===== config.mk =====
export PLATFORM = sky130hd
export DESIGN_NAME = axi_burst_master
export DESIGN_NICKNAME = d
export VERILOG_FILES = /design/src/rtl/axi_burst_master_pkg.sv /design/src/rtl/axi_burst_master_wdata_fifo.sv /design/src/rtl/axi_burst_master.sv
export SDC_FILE = /design/constraint.sdc
export NUM_CORES = 1
export LEC_CHECK = 0
export ABC_AREA = 1
export BUFFER_PORTS_ARGS = -buffer_cell sky130_fd_sc_hd__clkbuf_2
export CAP_MARGIN = 20
export CORE_AREA = 3 3 219 221
export DETAILED_ROUTE_END_ITERATION = 10
export DIE_AREA = 0 0 222 224
export GPL_TIMING_DRIVEN = 0
export PLACE_DENSITY = 0.63
export SLEW_MARGIN = 20
export SYNTH_ARGS = -nofsm -noshare
export SYNTH_HDL_FRONTEND = slang
export SYNTH_SLANG_ARGS = --single-unit

===== constraint.sdc =====
create_clock -name clk -period 3.6 [get_ports clk]
set_input_delay 1.08 -clock clk [delete_from_list [all_inputs] [get_ports clk]]
set_output_delay 1.08 -clock clk [all_outputs]
set_load 0.01 [all_outputs]

===== src/rtl/axi_burst_master_pkg.sv =====
// ============================================================================
//  axi_burst_master_pkg
//  Shared AXI encodings and FSM state types for axi_burst_master.
//  Revision: 1.0
// ============================================================================
`default_nettype none

package axi_burst_master_pkg;

    localparam logic [1:0] AXBURST_INCR  = 2'b01;

    localparam logic [1:0] AXRESP_OKAY   = 2'b00;
    localparam logic [1:0] AXRESP_EXOKAY = 2'b01;
    localparam logic [1:0] AXRESP_SLVERR = 2'b10;
    localparam logic [1:0] AXRESP_DECERR = 2'b11;

    typedef enum logic [1:0] {
        R_IDLE = 2'd0,
        R_AR   = 2'd1,
        R_DATA = 2'd2
    } rd_state_t;

    typedef enum logic [1:0] {
        W_IDLE = 2'd0,
        W_AW   = 2'd1,
        W_DATA = 2'd2,
        W_RESP = 2'd3
    } wr_state_t;

endpackage

`default_nettype wire


===== src/rtl/axi_burst_master_wdata_fifo.sv =====
// ============================================================================
//  axi_wdata_fifo
//  Write-data FIFO; accepts a push while full only when a pop frees a slot.
//  Revision: 1.0
// ============================================================================
`default_nettype none

module axi_wdata_fifo #(
    parameter int WIDTH = 36,
    parameter int DEPTH = 8,
    localparam int PTR_W = $clog2(DEPTH)
) (
    input  logic             clk,
    input  logic             resetn,
    input  logic             push,
    input  logic [WIDTH-1:0] push_data,
    input  logic             pop,
    output logic [WIDTH-1:0] pop_data,
    output logic             full,
    output logic             empty,
    output logic [PTR_W:0]   count
);

    logic [WIDTH-1:0] r_mem [DEPTH];
    logic [PTR_W-1:0] r_wr_ptr;
    logic [PTR_W-1:0] r_rd_ptr;
    logic [PTR_W:0]   r_count;
    logic             w_push_ok;
    logic             w_pop_ok;

    assign full      = (r_count == (PTR_W+1)'(DEPTH));
    assign empty     = (r_count == '0);
    assign count     = r_count;
    assign pop_data  = r_mem[r_rd_ptr];
    assign w_pop_ok  = pop & ~empty;
    assign w_push_ok = push & (~full | w_pop_ok);

    always_ff @(posedge clk or negedge resetn) begin
        if (!resetn) begin
            r_wr_ptr <= '0;
            r_rd_ptr <= '0;
            r_count  <= '0;
        end else begin
            if (w_push_ok) r_wr_ptr <= r_wr_ptr + PTR_W'(1);
            if (w_pop_ok)  r_rd_ptr <= r_rd_ptr + PTR_W'(1);
            case ({w_push_ok, w_pop_ok})
                2'b10:   r_count <= r_count + (PTR_W+1)'(1);
                2'b01:   r_count <= r_count - (PTR_W+1)'(1);
                default: r_count <= r_count;
            endcase
        end
    end

    always_ff @(posedge clk) begin
        if (w_push_ok) r_mem[r_wr_ptr] <= push_data;
    end

endmodule

`default_nettype wire


===== src/rtl/axi_burst_master.sv =====
// ============================================================================
//  axi_burst_master
//  Round-robin multi-port AXI read master plus FIFO-buffered write master.
//  Revision: 1.0
// ============================================================================
`default_nettype none

module axi_burst_master
    import axi_burst_master_pkg::*;
#(
    parameter int NUM_RD      = 2,
    parameter int DATA_W      = 32,
    parameter int ID_W        = 4,
    parameter int WFIFO_DEPTH = 8,
    parameter int LINE_OFF_W  = 5
) (
    input  logic                  clk,
    input  logic                  resetn,
    input  logic [NUM_RD-1:0]     rd_req,
    input  logic [NUM_RD*32-1:0]  rd_addr,
    input  logic [NUM_RD*8-1:0]   rd_len,
    output logic [NUM_RD-1:0]     rd_grant,
    output logic [NUM_RD-1:0]     rd_valid,
    output logic [DATA_W-1:0]     rd_data,
    output logic                  rd_last,
    output logic                  rd_err,
    input  logic                  wr_req,
    input  logic [31:0]           wr_addr,
    input  logic [7:0]            wr_len,
    output logic                  wr_ack,
    input  logic                  wr_push,
    input  logic [DATA_W-1:0]     wr_data,
    input  logic [DATA_W/8-1:0]   wr_strb,
    output logic                  wr_full,
    output logic                  wr_done,
    output logic                  wr_err,
    output logic [ID_W-1:0]       arid,
    output logic [31:0]           araddr,
    output logic [7:0]            arlen,
    output logic [2:0]            arsize,
    output logic [1:0]            arburst,
    output logic                  arvalid,
    input  logic                  arready,
    input  logic [ID_W-1:0]       rid,
    input  logic [DATA_W-1:0]     rdata,
    input  logic [1:0]            rresp,
    input  logic                  rlast,
    input  logic                  rvalid,
    output logic                  rready,
    output logic [ID_W-1:0]       awid,
    output logic [31:0]           awaddr,
    output logic [7:0]            awlen,
    output logic [2:0]            awsize,
    output logic [1:0]            awburst,
    output logic                  awvalid,
    input  logic                  awready,
    output logic [DATA_W-1:0]     wdata,
    output logic [DATA_W/8-1:0]   wstrb,
    output logic                  wlast,
    output logic                  wvalid,
    input  logic                  wready,
    input  logic [ID_W-1:0]       bid,
    input  logic [1:0]            bresp,
    input  logic                  bvalid,
    output logic                  bready
);

    localparam int         STRB_W = DATA_W / 8;
    localparam int         RR_W   = (NUM_RD > 1) ? $clog2(NUM_RD) : 1;
    localparam int         FIFO_W = DATA_W + STRB_W;
    localparam int         CNT_W  = $clog2(WFIFO_DEPTH) + 1;
    localparam logic [2:0] AXSIZE = 3'($clog2(STRB_W));

    rd_state_t          r_rd_state;
    wr_state_t          r_wr_state;
    logic [RR_W-1:0]    r_rr_ptr;
    logic [RR_W-1:0]    r_win;
    logic [NUM_RD-1:0]  r_rd_grant;
    logic [ID_W-1:0]    r_arid;
    logic [31:0]        r_araddr;
    logic [7:0]         r_arlen;
    logic               r_arvalid;
    logic               r_rready;
    logic [31:0]        r_awaddr;
    logic [7:0]         r_awlen;
    logic               r_awvalid;
    logic               r_wr_ack;
    logic [7:0]         r_beat_cnt;
    logic               r_wbeats_done;
    logic               r_bready;
    logic               r_wr_done;
    logic               r_wr_err;

    logic [NUM_RD-1:0]  w_mask;
    logic [NUM_RD-1:0]  w_elig;
    logic               w_any;
    logic [RR_W-1:0]    w_win;
    logic [31:0]        w_sel_addr;
    logic [7:0]         w_sel_len;
    logic               w_rhs;
    logic               w_wvalid;
    logic               w_whs;
    logic               w_wlast;
    logic [FIFO_W-1:0]  w_fifo_dout;
    logic               w_fifo_empty;
    logic [CNT_W-1:0]   w_fifo_count;
    logic               w_unused;

    // A read hitting the cache line currently being written back waits for the write.
    for (genvar i = 0; i < NUM_RD; i++) begin : g_mask
        logic [31:0] w_port_addr;
        assign w_port_addr = rd_addr[i*32 +: 32];
        assign w_mask[i]   = (r_wr_state != W_IDLE) &&
                             (w_port_addr[31:LINE_OFF_W] == r_awaddr[31:LINE_OFF_W]);
    end

    assign w_elig = rd_req & ~w_mask;

    always_comb begin
        w_any      = 1'b0;
        w_win      = '0;
        w_sel_addr = '0;
        w_sel_len  = '0;
        for (int i = 0; i < NUM_RD; i++) begin
            if (!w_any && w_elig[i] && (RR_W'(i) >= r_rr_ptr)) begin
                w_any      = 1'b1;
                w_win      = RR_W'(i);
                w_sel_addr = rd_addr[i*32 +: 32];
                w_sel_len  = rd_len[i*8 +: 8];
            end
        end
        for (int i = 0; i < NUM_RD; i++) begin
            if (!w_any && w_elig[i]) begin
                w_any      = 1'b1;
                w_win      = RR_W'(i);
                w_sel_addr = rd_addr[i*32 +: 32];
                w_sel_len  = rd_len[i*8 +: 8];
            end
        end
    end

    always_ff @(posedge clk or negedge resetn) begin
        if (!resetn) begin
            r_rd_state <= R_IDLE;
            r_rr_ptr   <= '0;
            r_win      <= '0;
            r_rd_grant <= '0;
            r_arid     <= '0;
            r_araddr   <= '0;
            r_arlen    <= '0;
            r_arvalid  <= 1'b0;
            r_rready   <= 1'b0;
        end else begin
            r_rd_grant <= '0;
            case (r_rd_state)
                R_IDLE: begin
                    if (w_any) begin
                        r_win      <= w_win;
                        r_arid     <= ID_W'(w_win);
                        r_araddr   <= w_sel_addr;
                        r_arlen    <= w_sel_len;
                        r_arvalid  <= 1'b1;
                        r_rd_grant <= NUM_RD'(1) << w_win;
                        r_rd_state <= R_AR;
                    end
                end
                R_AR: begin
                    if (arready) begin
                        r_arvalid  <= 1'b0;
                        r_rready   <= 1'b1;
                        r_rd_state <= R_DATA;
                    end
                end
                R_DATA: begin
                    if (rvalid && rlast) begin
                        r_rready   <= 1'b0;
                        r_rr_ptr   <= (r_win == RR_W'(NUM_RD - 1)) ? '0 : r_win + RR_W'(1);
                        r_rd_state <= R_IDLE;
                    end
                end
                default: r_rd_state <= R_IDLE;
            endcase
        end
    end

    assign w_rhs    = rvalid & r_rready;
    assign rd_valid = w_rhs ? (NUM_RD'(1) << r_win) : '0;
    assign rd_data  = rdata;
    assign rd_last  = w_rhs & rlast;
    assign rd_err   = w_rhs & (rresp != AXRESP_OKAY);

    // W beats may go out while AW is still pending, so a short burst can finish first.
    assign w_wvalid = ~w_fifo_empty &
                      (((r_wr_state == W_AW) & ~r_wbeats_done) | (r_wr_state == W_DATA));
    assign w_whs    = w_wvalid & wready;
    assign w_wlast  = w_wvalid & (r_beat_cnt == 8'd0);

    always_ff @(posedge clk or negedge resetn) begin
        if (!resetn) begin
            r_wr_state    <= W_IDLE;
            r_awaddr      <= '0;
            r_awlen       <= '0;
            r_awvalid     <= 1'b0;
            r_wr_ack      <= 1'b0;
            r_beat_cnt    <= '0;
            r_wbeats_done <= 1'b0;
            r_bready      <= 1'b0;
            r_wr_done     <= 1'b0;
            r_wr_err      <= 1'b0;
        end else begin
            r_wr_ack  <= 1'b0;
            r_wr_done <= 1'b0;
            r_wr_err  <= 1'b0;
            case (r_wr_state)
                W_IDLE: begin
                    if (wr_req) begin
                        r_awaddr      <= wr_addr;
                        r_awlen       <= wr_len;
                        r_awvalid     <= 1'b1;
                        r_wr_ack      <= 1'b1;
                        r_beat_cnt    <= wr_len;
                        r_wbeats_done <= 1'b0;
                        r_wr_state    <= W_AW;
                    end
                end
                W_AW: begin
                    if (w_whs) begin
                        if (w_wlast) r_wbeats_done <= 1'b1;
                        else         r_beat_cnt    <= r_beat_cnt - 8'd1;
                    end
                    if (awready) begin
                        r_awvalid <= 1'b0;
                        if (r_wbeats_done || (w_whs && w_wlast)) begin
                            r_bready   <= 1'b1;
                            r_wr_state <= W_RESP;
                        end else begin
                            r_wr_state <= W_DATA;
                        end
                    end
                end
                W_DATA: begin
                    if (w_whs) begin
                        if (w_wlast) begin
                            r_bready   <= 1'b1;
                            r_wr_state <= W_RESP;
                        end else begin
                            r_beat_cnt <= r_beat_cnt - 8'd1;
                        end
                    end
                end
                W_RESP: begin
                    if (bvalid) begin
                        r_bready   <= 1'b0;
                        r_wr_done  <= 1'b1;
                        r_wr_err   <= (bresp != AXRESP_OKAY);
                        r_wr_state <= W_IDLE;
                    end
                end
                default: r_wr_state <= W_IDLE;
            endcase
        end
    end

    axi_wdata_fifo #(
        .WIDTH (FIFO_W),
        .DEPTH (WFIFO_DEPTH)
    ) u_wfifo (
        .clk       (clk),
        .resetn    (resetn),
        .push      (wr_push),
        .push_data ({wr_strb, wr_data}),
        .pop       (w_whs),
        .pop_data  (w_fifo_dout),
        .full      (wr_full),
        .empty     (w_fifo_empty),
        .count     (w_fifo_count)
    );

    assign rd_grant = r_rd_grant;
    assign arid     = r_arid;
    assign araddr   = r_araddr;
    assign arlen    = r_arlen;
    assign arsize   = AXSIZE;
    assign arburst  = AXBURST_INCR;
    assign arvalid  = r_arvalid;
    assign rready   = r_rready;
    assign awid     = '0;
    assign awaddr   = r_awaddr;
    assign awlen    = r_awlen;
    assign awsize   = AXSIZE;
    assign awburst  = AXBURST_INCR;
    assign awvalid  = r_awvalid;
    assign wvalid   = w_wvalid;
    assign wlast    = w_wlast;
    assign wdata    = w_wvalid ? w_fifo_dout[DATA_W-1:0] : '0;
    assign wstrb    = w_wvalid ? w_fifo_dout[FIFO_W-1:DATA_W] : '0;
    assign bready   = r_bready;
    assign wr_ack   = r_wr_ack;
    assign wr_done  = r_wr_done;
    assign wr_err   = r_wr_err;

    assign w_unused = ^{rid, bid, w_fifo_count};

endmodule

`default_nettype wire


==> Word level (Yosys, flattened, before mapping) <==
Memory sizes are Yosys's and may differ from the RTL's.
Index checks and enable logic that the tools add are counted.
{ "totals": {"regBits": 114, "ramBits": 288, "word_cells": 171, "memories": 1} }
{ "memory_table": {"columns": ["memory", "depth", "width", "read_ports", "rd_clocked_by_memory_dff", "write_ports", "line_no", "text"], "rows": [
  ["u_wfifo.r_mem", 8, 36, 1, 0, 1, "axi_burst_master_wdata_fifo.sv:24", "logic [WIDTH-1:0] r_mem [DEPTH];"]
]} }
{ "op_classes": {"n_addsub": 6, "n_lt_le_gt_ge": 2, "eq_ne": 23, "shifts": 2, "mux": 62, "bitwise": 16, "reduce_logical": 38} }
{ "ops": {"columns": ["operator", "count"], "rows": [
  ["32-bit 2-to-1 mux", 5],
  ["8-bit 2-to-1 mux", 7],
  ["27-bit == test", 2],
  ["1-bit 2-to-1 mux", 29],
  ["2-bit 2-to-1 mux", 11],
  ["2-bit != test (second input constant)", 9],
  ["8-bit one-hot mux with 2 select lines", 1],
  ["2-bit nonzero test", 8],
  ["3-bit AND reduction", 4],
  ["1-bit bitwise AND", 9],
  ["1-bit logical AND", 9],
  ["2-bit == test (second input constant)", 4],
  ["8-bit zero test", 1],
  ["2-bit by 1-bit != test with 1-bit output (second input constant)", 4],
  ["1-bit one-hot mux with 2 select lines", 4],
  ["2-bit one-hot mux with 4 select lines", 1],
  ["4-bit one-hot mux with 2 select lines", 1],
  ["4-bit AND reduction", 2],
  ["8-bit by 1-bit subtractor with 8-bit output (second input constant)", 1],
  ["3-bit by 1-bit adder with 3-bit output (second input constant)", 2],
  ["2-bit by 1-bit == test with 1-bit output (second input constant)", 3],
  ["2-bit one-hot mux with 3 select lines", 1],
  ["2-bit AND reduction", 3],
  ["6-bit AND reduction", 1],
  ["other kinds (19)", 27]
]} }

==> Depth between registers and ports, before layout <==
Gate-level depths: netlist of the first run.
{ "depth": {"depth_word": 19, "ltp_mapped": 16, "depth_no_buf": 15} }

==> Hierarchy <==
Synthesis of the first run repeated with hierarchy kept, for this count alone.
{ "hier_totals": {"cells_unflattened": 1984, "area_unflattened_um2": 18936.9} }
{ "by_module_without_submodules": {"columns": ["mod", "n_inst", "cells_each", "area_per_inst_um2", "seq_area_each_um2"], "rows": [
  ["axi_wdata_fifo", 1, 884, 11826.3, 8898.5],
  ["axi_burst_master", 1, 1100, 7110.6, 2602.5]
]} }

==> Worst setup path before layout of the first run <==
No wires, ideal clock.
{ "synth_timing": {"path_type": "input to register", "from": "input wready", "to": "memory u_wfifo.r_mem[0][0] (enable)", "setup_ns": 0.429, "arrival_ns": 3.141, "required_time_ns": 3.171, "path_slack_ns": 0.030, "cell_stages": 5, "cell_sequence": "nand2_2 -> nand2_1 -> nand2_1 -> or2_2 -> nor2_1"} }
{ "synth_via": {"elab_chain_len": 6} }
{ "synth_rtl": {"columns": ["item", "line_no", "text"], "rows": [
  ["start: declaration", "axi_burst_master.sv:61", "input logic wready,"],
  ["1-bit bitwise AND", "axi_burst_master.sv:195", "assign w_whs = w_wvalid & wready;"],
  ["1-bit bitwise AND", "axi_burst_master_wdata_fifo.sv:35", "assign w_pop_ok = pop & ~empty;"],
  ["1-bit OR", "axi_burst_master_wdata_fifo.sv:36", "assign w_push_ok = push & (~full | w_pop_ok);"],
  ["1-bit bitwise AND", "axi_burst_master_wdata_fifo.sv:36", null],
  ["1-bit 2-to-1 mux", "axi_burst_master_wdata_fifo.sv:55", "if (w_push_ok) r_mem[r_wr_ptr] <= push_data;"],
  ["1-bit 2-to-1 mux (implied by the code)", "axi_burst_master_wdata_fifo.sv:55", null],
  ["end: declaration", "axi_burst_master_wdata_fifo.sv:24", null]
]} }
No other way between the ends.

==> Final worst setup path of the first run <==
{ "layout_timing": {"from": "register u_wfifo.r_rd_ptr[0]", "to": "output wdata[15]"} }
{ "layout_via": {"elab_chain_len": 2} }
{ "layout_rtl": {"columns": ["item", "line_no", "text"], "rows": [
  ["start: declaration", "axi_burst_master_wdata_fifo.sv:26", "logic [PTR_W-1:0] r_rd_ptr;"],
  ["start signal: assignment", "axi_burst_master_wdata_fifo.sv:45", "if (w_pop_ok) r_rd_ptr <= r_rd_ptr + PTR_W'(1);"],
  ["memory read 8 x 36 bit", null, null],
  ["32-bit 2-to-1 mux", "axi_burst_master.sv:295", "assign wdata = w_wvalid ? w_fifo_dout[DATA_W-1:0] : '0;"],
  ["end: declaration", "axi_burst_master.sv:57", "output logic [DATA_W-1:0] wdata,"]
]} }
No other way between the ends.

==> key figures, run 1 <==
Yosys
  • Flip-flop and latch count after synthesis: 402
  • Synth Flop Type: edfxtp_1
  • Avg Inst Size Synth: 10.14 um2
  • Post-synthesis cell area: 18370 um2
  • Post-Synthesis Cells: 1812
  • Yosys cell types: 40
  • Seq/Total Area, Yosys: 62.62%
  • Number of synthesized flops with an enable pin: 288
  • Yosys warnings: 0
  • Fraction of registers with async set/reset: 28.36%

Timing
  • Worst slew margin: 50.99%
  • Final Hold Viols: 0
  • Max Fclk: 0.2837 GHz
  • Final slew viol count: 0
  • # setup viols final: 0
  • Fin crit share: 97.90%
  • Layout Skew: 0.03601 ns
  • RSZ-0062 raised after global routing: yes
  • Worst slew pin tran: 0.7334 ns
  • Total negative slack: 0 ns
  • Crit path time final: 3.524 ns

Global route
  • Pin count of the biggest net entering global routing: 60
  • GRT Total Usage: 22.57%
  • Remaining global-route overflow: 0
  • Antenna violations before repair: 6
  • Vias in the first global route: 14443
  • First-pass GRT wire length: 86880 um

Worst hold path
  • HP Class: flip-flop to flip-flop
  • Worst Hold Endpoint: awaddr[3]$_DFFE_PN0P_
  • Hold Path Depth: 2
  • Hold_sp: awaddr[3]$_DFFE_PN0P_

Floorplan
  • Die width: 222 um
  • Starting Density: 39.62%
  • Die area: 49730 um2
  • Cell Rows: 79
  • Core box area: 46360 um2
  • Num ports: 394
  • Die height: 224 um

Flow run
  • # Max-Cap Violations: 0

Placement
  • Global placement routability congestion: 0.9556
  • Area post-placement: 21340 um2
  • DP Wirelength: 41980 um
  • Input/output buffers: 336

Route
  • Via density: 5.140
  • DRT iter0 DRCs: 1267
  • ANT nets after route: 0
  • Post-route DRC violation count: 0
  • Via count: 14696
  • Drt total wl: 57960 um
  • Wire per inst: 20.27 um
  • TritonRoute pass-1 iters: 5

Critical path
  • Crit path max fanout: 10
  • Worst path max stage delay: 0.39 ns
  • Most used cell, CP: buf_6
  • Critical Path Start: u_wfifo.r_rd_ptr[0]$_DFFE_PN0N_
  • Worst path top cell family by delay: buffers and inverters
  • Critical path type: flip-flop to primary output
  • CP Launch Type: flip-flop
  • Buf+Inv Stages, Crit Path: 6
  • Slowest CP cell: dfrtp_1
  • Required @ worst endpoint: 2.52 ns
  • Levels on crit path: 9
  • Origin of the critical flop-to-flop path: r_wr_state[1]$_DFFE_PN0P_
  • Register-to-Register Path Depth: 12
  • Chain of cells forming the critical path: buf_6, buf_6, inv_6, buf_12, buf_6, nor2_1, o221a_2, nor3_4, clkbuf_2
  • R2r setup slk: 0.60 ns
  • CP arrival: 2.44 ns
  • Crit end category: primary output
  • R2r endpoint: u_wfifo.r_mem[6][17]$_DFFE_PP_

Clock tree
  • Clock Sink Count: 402
  • Hold Buf Count CTS: 0
  • Clock Tree Root: clkbuf_16
  • CTS tree: yes
  • Worst-Skew Late Latency: 0.59 ns
  • TritonCTS Buffers: 44
  • CTS clock-pin slew for the worst setup and hold paths: 0.06 ns
  • Htree depth: 2
  • Clk buf depth: 3

Power and ir drop
  • Max VDD drop: 0.0005469 V
  • Leakage: 0.009986 uW
  • PwrDens: 867.1 nW/um2

Final layout
  • Most frequent cells in the layout: 351 x clkbuf_2, 322 x nor2_1, 318 x nand2_1
  • Post-layout nets: 2446
  • Finished Core Util: 50.01%
  • Final instance area: 23190 um2
  • Fill cell count: 4238
  • Layout cells sized above 1: 28.89%
  • Area grow syn2layout: 26.25%
  • Most common cell after layout, fill and taps aside: clkbuf_2

Status
  • Outcome: completed
==> final cells by class <==
cell class / count / area, um2 / area share, %
Timing Repair Buffer: 352 / 2112 / 9.109
Antenna cell: 2 / 5.005 / 0.02159
Clock buffer: 51 / 1137 / 4.905
Buffer: 142 / 1006 / 4.339
Inverter: 144 / 550.5 / 2.374
Tap cell: 607 / 759.5 / 3.276
Sequential cell: 402 / 11500 / 49.60
Clock inverter: 21 / 262.8 / 1.133
Multi-Input combinational cell: 1138 / 5852 / 25.24
==> through the flow <==
step | instances | total power [uW] | setup slack (ns) | hold WS, ns
final | 2859 | 20110 | 0.07550 | 0.4811
after global routing | 2857 | 21300 | -0.03308 | 0.4911
after CTS | 2857 | 20040 | -0.002470 | 0.4757
after detailed placement | 2786 | 15110 | -0.1609 | 0.4679
after global placement | 2770 | 14740 | -1.792 | 0.4654
after floorplan | 1827 | 11540 | 0.02950 | 0.4842
==> cell families after synthesis <==
logic type / count (synthesis) / share of synthesized area (%)
simple gates: 756 / 16.42
flops: 402 / 62.62
compound gates: 336 / 11.79
buf+inv: 287 / 7.494
xor+xnor: 19 / 0.9061
fa+ha+maj: 10 / 0.7222
other cells: 2 / 0.04089
==> power by group <==
part / total, uW / switching, uW / internal, uW
Sequential: 6740 / 624 / 6120
Clock: 4420 / 1860 / 2560
Combinational: 8940 / 5680 / 3260
Total: 20100 / 8170 / 11900
==> registers in the layout, indices dropped and copies added, names as in the netlist, 2 cells and up <==
signal	count
araddr	32
arlen	8
awaddr	32
awlen	8
r_beat_cnt	8
r_rd_state	2
r_wr_state	2
rd_grant	2
u_wfifo.count	4
u_wfifo.r_mem	288
u_wfifo.r_rd_ptr	3
u_wfifo.r_wr_ptr	3
==> cells in the mapped netlist, types with 19 or more instances <==
| cell type | instances | area (um2) |
|---|---|---|
| nand2_1 | 318 | 1194 |
| a21oi_1 | 50 | 250.2 |
| buf_4 | 58 | 435.4 |
| edfxtp_1 | 288 | 8648 |
| o221a_1 | 19 | 214.0 |
| nand3_1 | 56 | 280.3 |
| o21ai_0 | 201 | 1006 |
| inv_1 | 132 | 495.5 |
| clkbuf_1 | 49 | 183.9 |
| buf_2 | 29 | 145.1 |
| nor2_1 | 330 | 1239 |
| nor3_1 | 37 | 185.2 |
| o221a_2 | 53 | 596.8 |
| dfrtp_1 | 114 | 2853 |
==> timing repair <==
item | 4_1_cts | 5_1_grt
gates resized for setup | 97 | 43
hold endpoints to repair | 0 | 0
endpoints found under the setup margin | 36 | 33
buffers inserted | 0 | 0
pin swaps | 1 | 3
==> layer usage <==
metal	wire [um]	track usage, %
met1	23390	28.03
met2	29100	39.78
met3	3903	4.704
met4	1506	6.935
met5	63	0
==> worst min-delay path, stage by stage, from the launching register on <==
cell and delay [ns]:
dfrtp_1 0.34, nand2_1 0.06, nand2_1 0.05
==> how the worst max path moves through the flow <==
stage | slack [ns] | endpoint
floorplan | 0.03 | u_wfifo.r_mem[0][0]$_DFFE_PP_
finish | 0.08 | wdata[15]
global route | -0.03 | wstrb[1]
global placement | -1.79 | u_wfifo.r_mem[6][16]$_DFFE_PP_
CTS | -0.002 | wdata[3]
detailed placement | -0.16 | wdata[3]
Power figures use the tool's default switching activity.
==> run 2, diff against run 1 <==
--- a/config.mk
+++ b/config.mk
@@ -8,11 +8,11 @@
 export ABC_AREA = 1
 export BUFFER_PORTS_ARGS = -buffer_cell sky130_fd_sc_hd__clkbuf_2
 export CAP_MARGIN = 20
-export CORE_AREA = 3 3 219 221
+export CORE_AREA = 3 3 196 198
 export DETAILED_ROUTE_END_ITERATION = 10
-export DIE_AREA = 0 0 222 224
+export DIE_AREA = 0 0 199 201
 export GPL_TIMING_DRIVEN = 0
-export PLACE_DENSITY = 0.63
+export PLACE_DENSITY = 0.77
 export SLEW_MARGIN = 20
 export SYNTH_ARGS = -nofsm -noshare
 export SYNTH_HDL_FRONTEND = slang
==> key figures, run 2 (same netlist as run 1, synthesis figures left out) <==
Status
  • Failing checks: setup timing
  • Outcome: complete, but fails checks

Timing
  • Final setup margin: -0.01027 ns
  • Final Hold Viols: 0
  • Worst slew margin: 47.40%
  • # setup viols final: 2
  • RSZ-0062 raised after global routing: yes
  • Max Fclk: 0.2770 GHz
  • Hold WS: 0.4645 ns
  • Crit path time final: 3.610 ns
  • Fin crit share: 100.3%
  • Total negative slack: -0.01474 ns
  • Layout Skew: 0.02661 ns
  • Worst slew pin tran: 0.7871 ns
  • Final slew viol count: 0

Floorplan
  • Starting Density: 50.04%
  • Die area: 40000 um2
  • Die height: 201 um
  • Cell Rows: 70
  • Num ports: 394
  • Die width: 199 um
  • Core box area: 36700 um2

Route
  • Via density: 5.524
  • Wire per inst: 20.79 um
  • DRT iter0 DRCs: 1394
  • ANT nets after route: 0
  • Drt total wl: 56590 um
  • Via count: 15035
  • Post-route DRC violation count: 0
  • TritonRoute pass-1 iters: 7

Critical path
  • CP Launch Type: flip-flop
  • CP arrival: 2.53 ns
  • Required @ worst endpoint: 2.52 ns
  • Crit path max fanout: 10
  • Crit end category: primary output
  • Critical path type: flip-flop to primary output

Clock tree
  • Worst-Skew Late Latency: 0.58 ns
  • Clock Sink Count: 402
  • Hold Buf Count CTS: 0
  • Htree depth: 2
  • TritonCTS Buffers: 43
  • Clock Tree Root: clkbuf_16
  • CTS tree: yes
  • Clk buf depth: 3
  • CTS clock-pin slew for the worst setup and hold paths: 0.06 ns

Final layout
  • Reg with most FFs: u_wfifo.r_mem
  • Most frequent cells in the layout: 358 x clkbuf_2, 322 x nor2_1, 318 x nand2_1
  • Layout cells sized above 1: 28.67%
  • Max reg flops: 288
  • Fill cell count: 2904
  • Post-layout nets: 2443
  • Final instance area: 22840 um2
  • Area grow syn2layout: 24.36%
  • Finished Core Util: 62.24%
  • Most common cell after layout, fill and taps aside: clkbuf_2

Global route
  • Pin count of the biggest net entering global routing: 63
  • First-pass GRT wire length: 84300 um
  • Antenna violations before repair: 8
  • Remaining global-route overflow: 0
  • Vias in the first global route: 15006
  • GRT Total Usage: 27.41%

Power and ir drop
  • Max VDD drop: 0.0006130 V
  • PwrDens: 872.3 nW/um2
  • Leakage: 0.009929 uW

Worst hold path
  • HP Class: input port to async pin

Flow run
  • # Max-Cap Violations: 0

Placement
  • DP Wirelength: 40220 um
  • Area post-placement: 21040 um2
  • DP Worst Slack: 0.08202 ns
  • Global placement routability congestion: 0.8986
  • Input/output buffers: 336
[run 2: changes by cell type in the layout (fill, tap and decap cells not counted), moves of 3 or more]
cell      change
buf_16        -4
buf_6         +3
clkbuf_2      +7
clkbuf_4      -6
nor3_1        +4
nor3_4        -5
[run 2: layout make-up]
| class | count | area [um2] | area share, % |
|---|---|---|---|
| multi-input cells | 1138 | 5801 | 25.40 |
| diodes | 4 | 10.01 | 0.04383 |
| inverters | 144 | 546.8 | 2.394 |
| repair buffers | 351 | 2001 | 8.760 |
| clock buffers | 51 | 1126 | 4.930 |
| clock inverters | 23 | 292.8 | 1.282 |
| plain buffers | 141 | 973.4 | 4.262 |
| well taps | 468 | 585.6 | 2.564 |
| flip-flops and latches | 402 | 11500 | 50.37 |
[run 2: per-stage QoR]
stage / power, uW / std cells
floorplan: 11540 / 1827
global placement: 14490 / 2631
detailed placement: 14850 / 2642
CTS: 19710 / 2714
global route: 21060 / 2722
finish: 19920 / 2722
[run 2: repair_timing]
item                       4_1_cts  5_1_grt
buffers inserted                 0        4
gates resized for setup         74       47
pin swaps                        0        3
setup endpoints to repair       36       36
[run 2: where the power goes]
part	switching [uW]	leakage [uW]	total [uW]	internal [uW]
registers	684	0.00398	6810	6120
clock network	1840	0.000692	4460	2610
logic	5530	0.00526	8660	3130
total	8060	0.00993	19900	11900
[run 2: worst paths after layout]
| path | cells past startpoint | start | slack, ns | to |
|---|---|---|---|---|
| worst min-delay path | 1 | resetn | 0.46 | r_beat_cnt[6]$_DFFE_PN0P_ |
| min in group clk | 2 | awlen[2]$_DFFE_PN0P_ | 0.49 | awlen[2]$_DFFE_PN0P_ |
| worst max register to register | 12 | r_wr_state[1]$_DFFE_PN0P_ | 0.59 | u_wfifo.r_mem[0][4]$_DFFE_PP_ |
| worst min register to register | 2 | awlen[2]$_DFFE_PN0P_ | 0.49 | awlen[2]$_DFFE_PN0P_ |
| worst max-delay path | 5 | u_wfifo.r_rd_ptr[2]$_DFFE_PN0N_ | -0.01 | wdata[25] |
| max in group asynchronous | 2 | resetn | 2.40 | rd_grant[0]$_DFF_PN0_ |
[run 2: routing by layer]
metal	global-route usage, %	up-vias	share of wire, %
met5	0	-	0.064
met4	12.27	6	4.3
met3	6.814	159	10
met2	47.05	801	50
met1	32.51	7140	36
li1	-	6929	-
[run 2: critical path, stage by stage (launching register included)]
cell and delay (ns):
dfrtp_1 0.57, inv_2 0.32, buf_1 0.52, o221a_2 0.35
nor3_4 0.05, clkbuf_2 0.13
==> run 3, diff against run 2 <==
==> constraint.sdc (replaced) <==
create_clock -name clk -period 3.6 [get_ports clk]
set_input_delay 1.08 -clock clk [delete_from_list [all_inputs] [get_ports clk]]
set_output_delay 1.08 -clock clk [all_outputs]
set_load 0.02 [all_outputs]
==> key figures, run 3 (same netlist as run 1, synthesis figures left out) <==
Status
  • Outcome: completed

Clock tree
  • Clock Tree Root: clkbuf_16
  • TritonCTS Buffers: 43
  • Hold Buf Count CTS: 0
  • Htree depth: 2
  • CTS tree: yes
  • Clk buf depth: 3
  • Post-CTS Setup Inserts: 0
  • Worst-Skew Late Latency: 0.58 ns
  • Clock Sink Count: 402
  • CTS clock-pin slew for the worst setup and hold paths: 0.06 ns

Critical path
  • CP Launch Type: flip-flop
  • Crit path max fanout: 11
  • Register-to-Register Path Depth: 12
  • Origin of the critical flop-to-flop path: r_wr_state[1]$_DFFE_PN0P_
  • Required @ worst endpoint: 2.52 ns
  • R2r endpoint: u_wfifo.r_mem[0][4]$_DFFE_PP_
  • Critical path type: flip-flop to primary output
  • CP arrival: 2.50 ns
  • R2r setup slk: 0.61 ns
  • Crit end category: primary output

Global route
  • First-pass GRT wire length: 84550 um
  • Antenna violations before repair: 8
  • GRT Total Usage: 27.48%
  • Pin count of the biggest net entering global routing: 63
  • Vias in the first global route: 15054
  • Remaining global-route overflow: 0

Timing
  • Final slew viol count: 0
  • # setup viols final: 0
  • Final Hold Viols: 0
  • Fin crit share: 99.31%
  • RSZ-0062 raised after global routing: yes
  • Total negative slack: 0 ns
  • Hold WS: 0.4628 ns
  • Crit path time final: 3.575 ns
  • Layout Skew: 0.02847 ns
  • Worst slew margin: 45.90%
  • Worst slew pin tran: 0.8096 ns
  • Max Fclk: 0.2797 GHz

Floorplan
  • Core box area: 36700 um2
  • Cell Rows: 70
  • Die width: 199 um
  • Num ports: 394
  • Die area: 40000 um2
  • Die height: 201 um
  • Starting Density: 50.04%

Final layout
  • Most common cell after layout, fill and taps aside: clkbuf_2
  • Area grow syn2layout: 24.45%
  • Post-route insts no fill: 2718
  • Finished Core Util: 62.28%
  • Most frequent cells in the layout: 340 x clkbuf_2, 322 x nor2_1, 318 x nand2_1
  • Post-layout nets: 2439
  • Reg with most FFs: u_wfifo.r_mem
  • Fill cell count: 2907
  • Layout cells sized above 1: 28.67%
  • Max reg flops: 288

Route
  • ANT nets after route: 0
  • Post-route DRC violation count: 0
  • TritonRoute pass-1 iters: 6
  • DRT iter0 DRCs: 1384
  • Wire per inst: 20.84 um
  • Via count: 15044
  • Drt total wl: 56650 um
  • Via density: 5.535

Placement
  • Dpl cells: 2642
  • Input/output buffers: 336
  • DP Wirelength: 40220 um
  • Global placement routability congestion: 0.8986

Power and ir drop
  • PwrDens: 903.4 nW/um2
  • Leakage: 0.009929 uW
  • Tot Pwr: 20650 uW
  • Max VDD drop: 0.0006531 V

Flow run
  • # Max-Cap Violations: 0

Worst hold path
  • HP Class: input port to async pin
run 3: worst max-delay path, stage by stage, from the launching register on:
cell	delay, ns
dfrtp_2	0.51
clkinv_2	0.19
buf_2	0.29
o21ai_0	0.17
o221a_2	0.33
nor3_4	0.25
clkbuf_8	0.19
run 3: area by class of cell:
type | instances | area (um2) | area share, %
repair buffers | 347 | 2019 | 8.836
clock inverters | 23 | 292.8 | 1.281
plain buffers | 141 | 985.9 | 4.314
diodes | 4 | 10.01 | 0.04379
flip-flops and latches | 402 | 11500 | 50.33
multi-input cells | 1138 | 5783 | 25.30
clock buffers | 51 | 1126 | 4.927
well taps | 468 | 585.6 | 2.562
inverters | 144 | 549.3 | 2.403
run 3: per-stage QoR:
stage | setup slack, ns | instance area [um2]
2_1_floorplan | 0.008797 | 18420
3_3_place_gp | -1.575 | 20690
3_5_place_dp | 0.04538 | 21040
4_1_cts | 0.006811 | 22780
5_1_grt | -0.008973 | 22860
6_report | 0.02481 | 22860
run 3: power breakdown:
group          internal (uW)  switching (uW)  leakage, uW
clock                   2610            1850     0.000692
combinational           3200            6180      0.00526
sequential              6120             687      0.00398
run 3: repair_timing:
item,CTS,global route
pin swaps,1,2
gates resized for setup,99,50
setup endpoints to repair,36,35
run 3: per-layer routing:
metal	global-route usage, %	vias to the layer above	wire length (um)
li1	-	6917	-
met1	32.71	7151	20580
met2	47.01	805	28280
met3	6.798	163	5369
met4	12.42	8	2373
met5	0	-	60
run 3: how the worst max path moves through the flow:
stage                                    start                        endpoint  slack, ns  depth (start not counted)
6_report       u_wfifo.r_rd_ptr[1]$_DFFE_PN0N_                       wdata[25]       0.02                          6
3_5_place_dp   u_wfifo.r_rd_ptr[1]$_DFFE_PN0N_                        wdata[3]       0.05                          7
3_3_place_gp                            wready  u_wfifo.r_mem[0][14]$_DFFE_PP_      -1.58                          6
2_1_floorplan        r_wr_state[1]$_DFFE_PN0P_   u_wfifo.r_mem[0][0]$_DFFE_PP_      0.009                         11
5_1_grt        u_wfifo.r_rd_ptr[0]$_DFFE_PN0N_                       wdata[25]     -0.009                          9
4_1_cts        u_wfifo.r_rd_ptr[0]$_DFFE_PN0N_                        wstrb[2]      0.007                          9
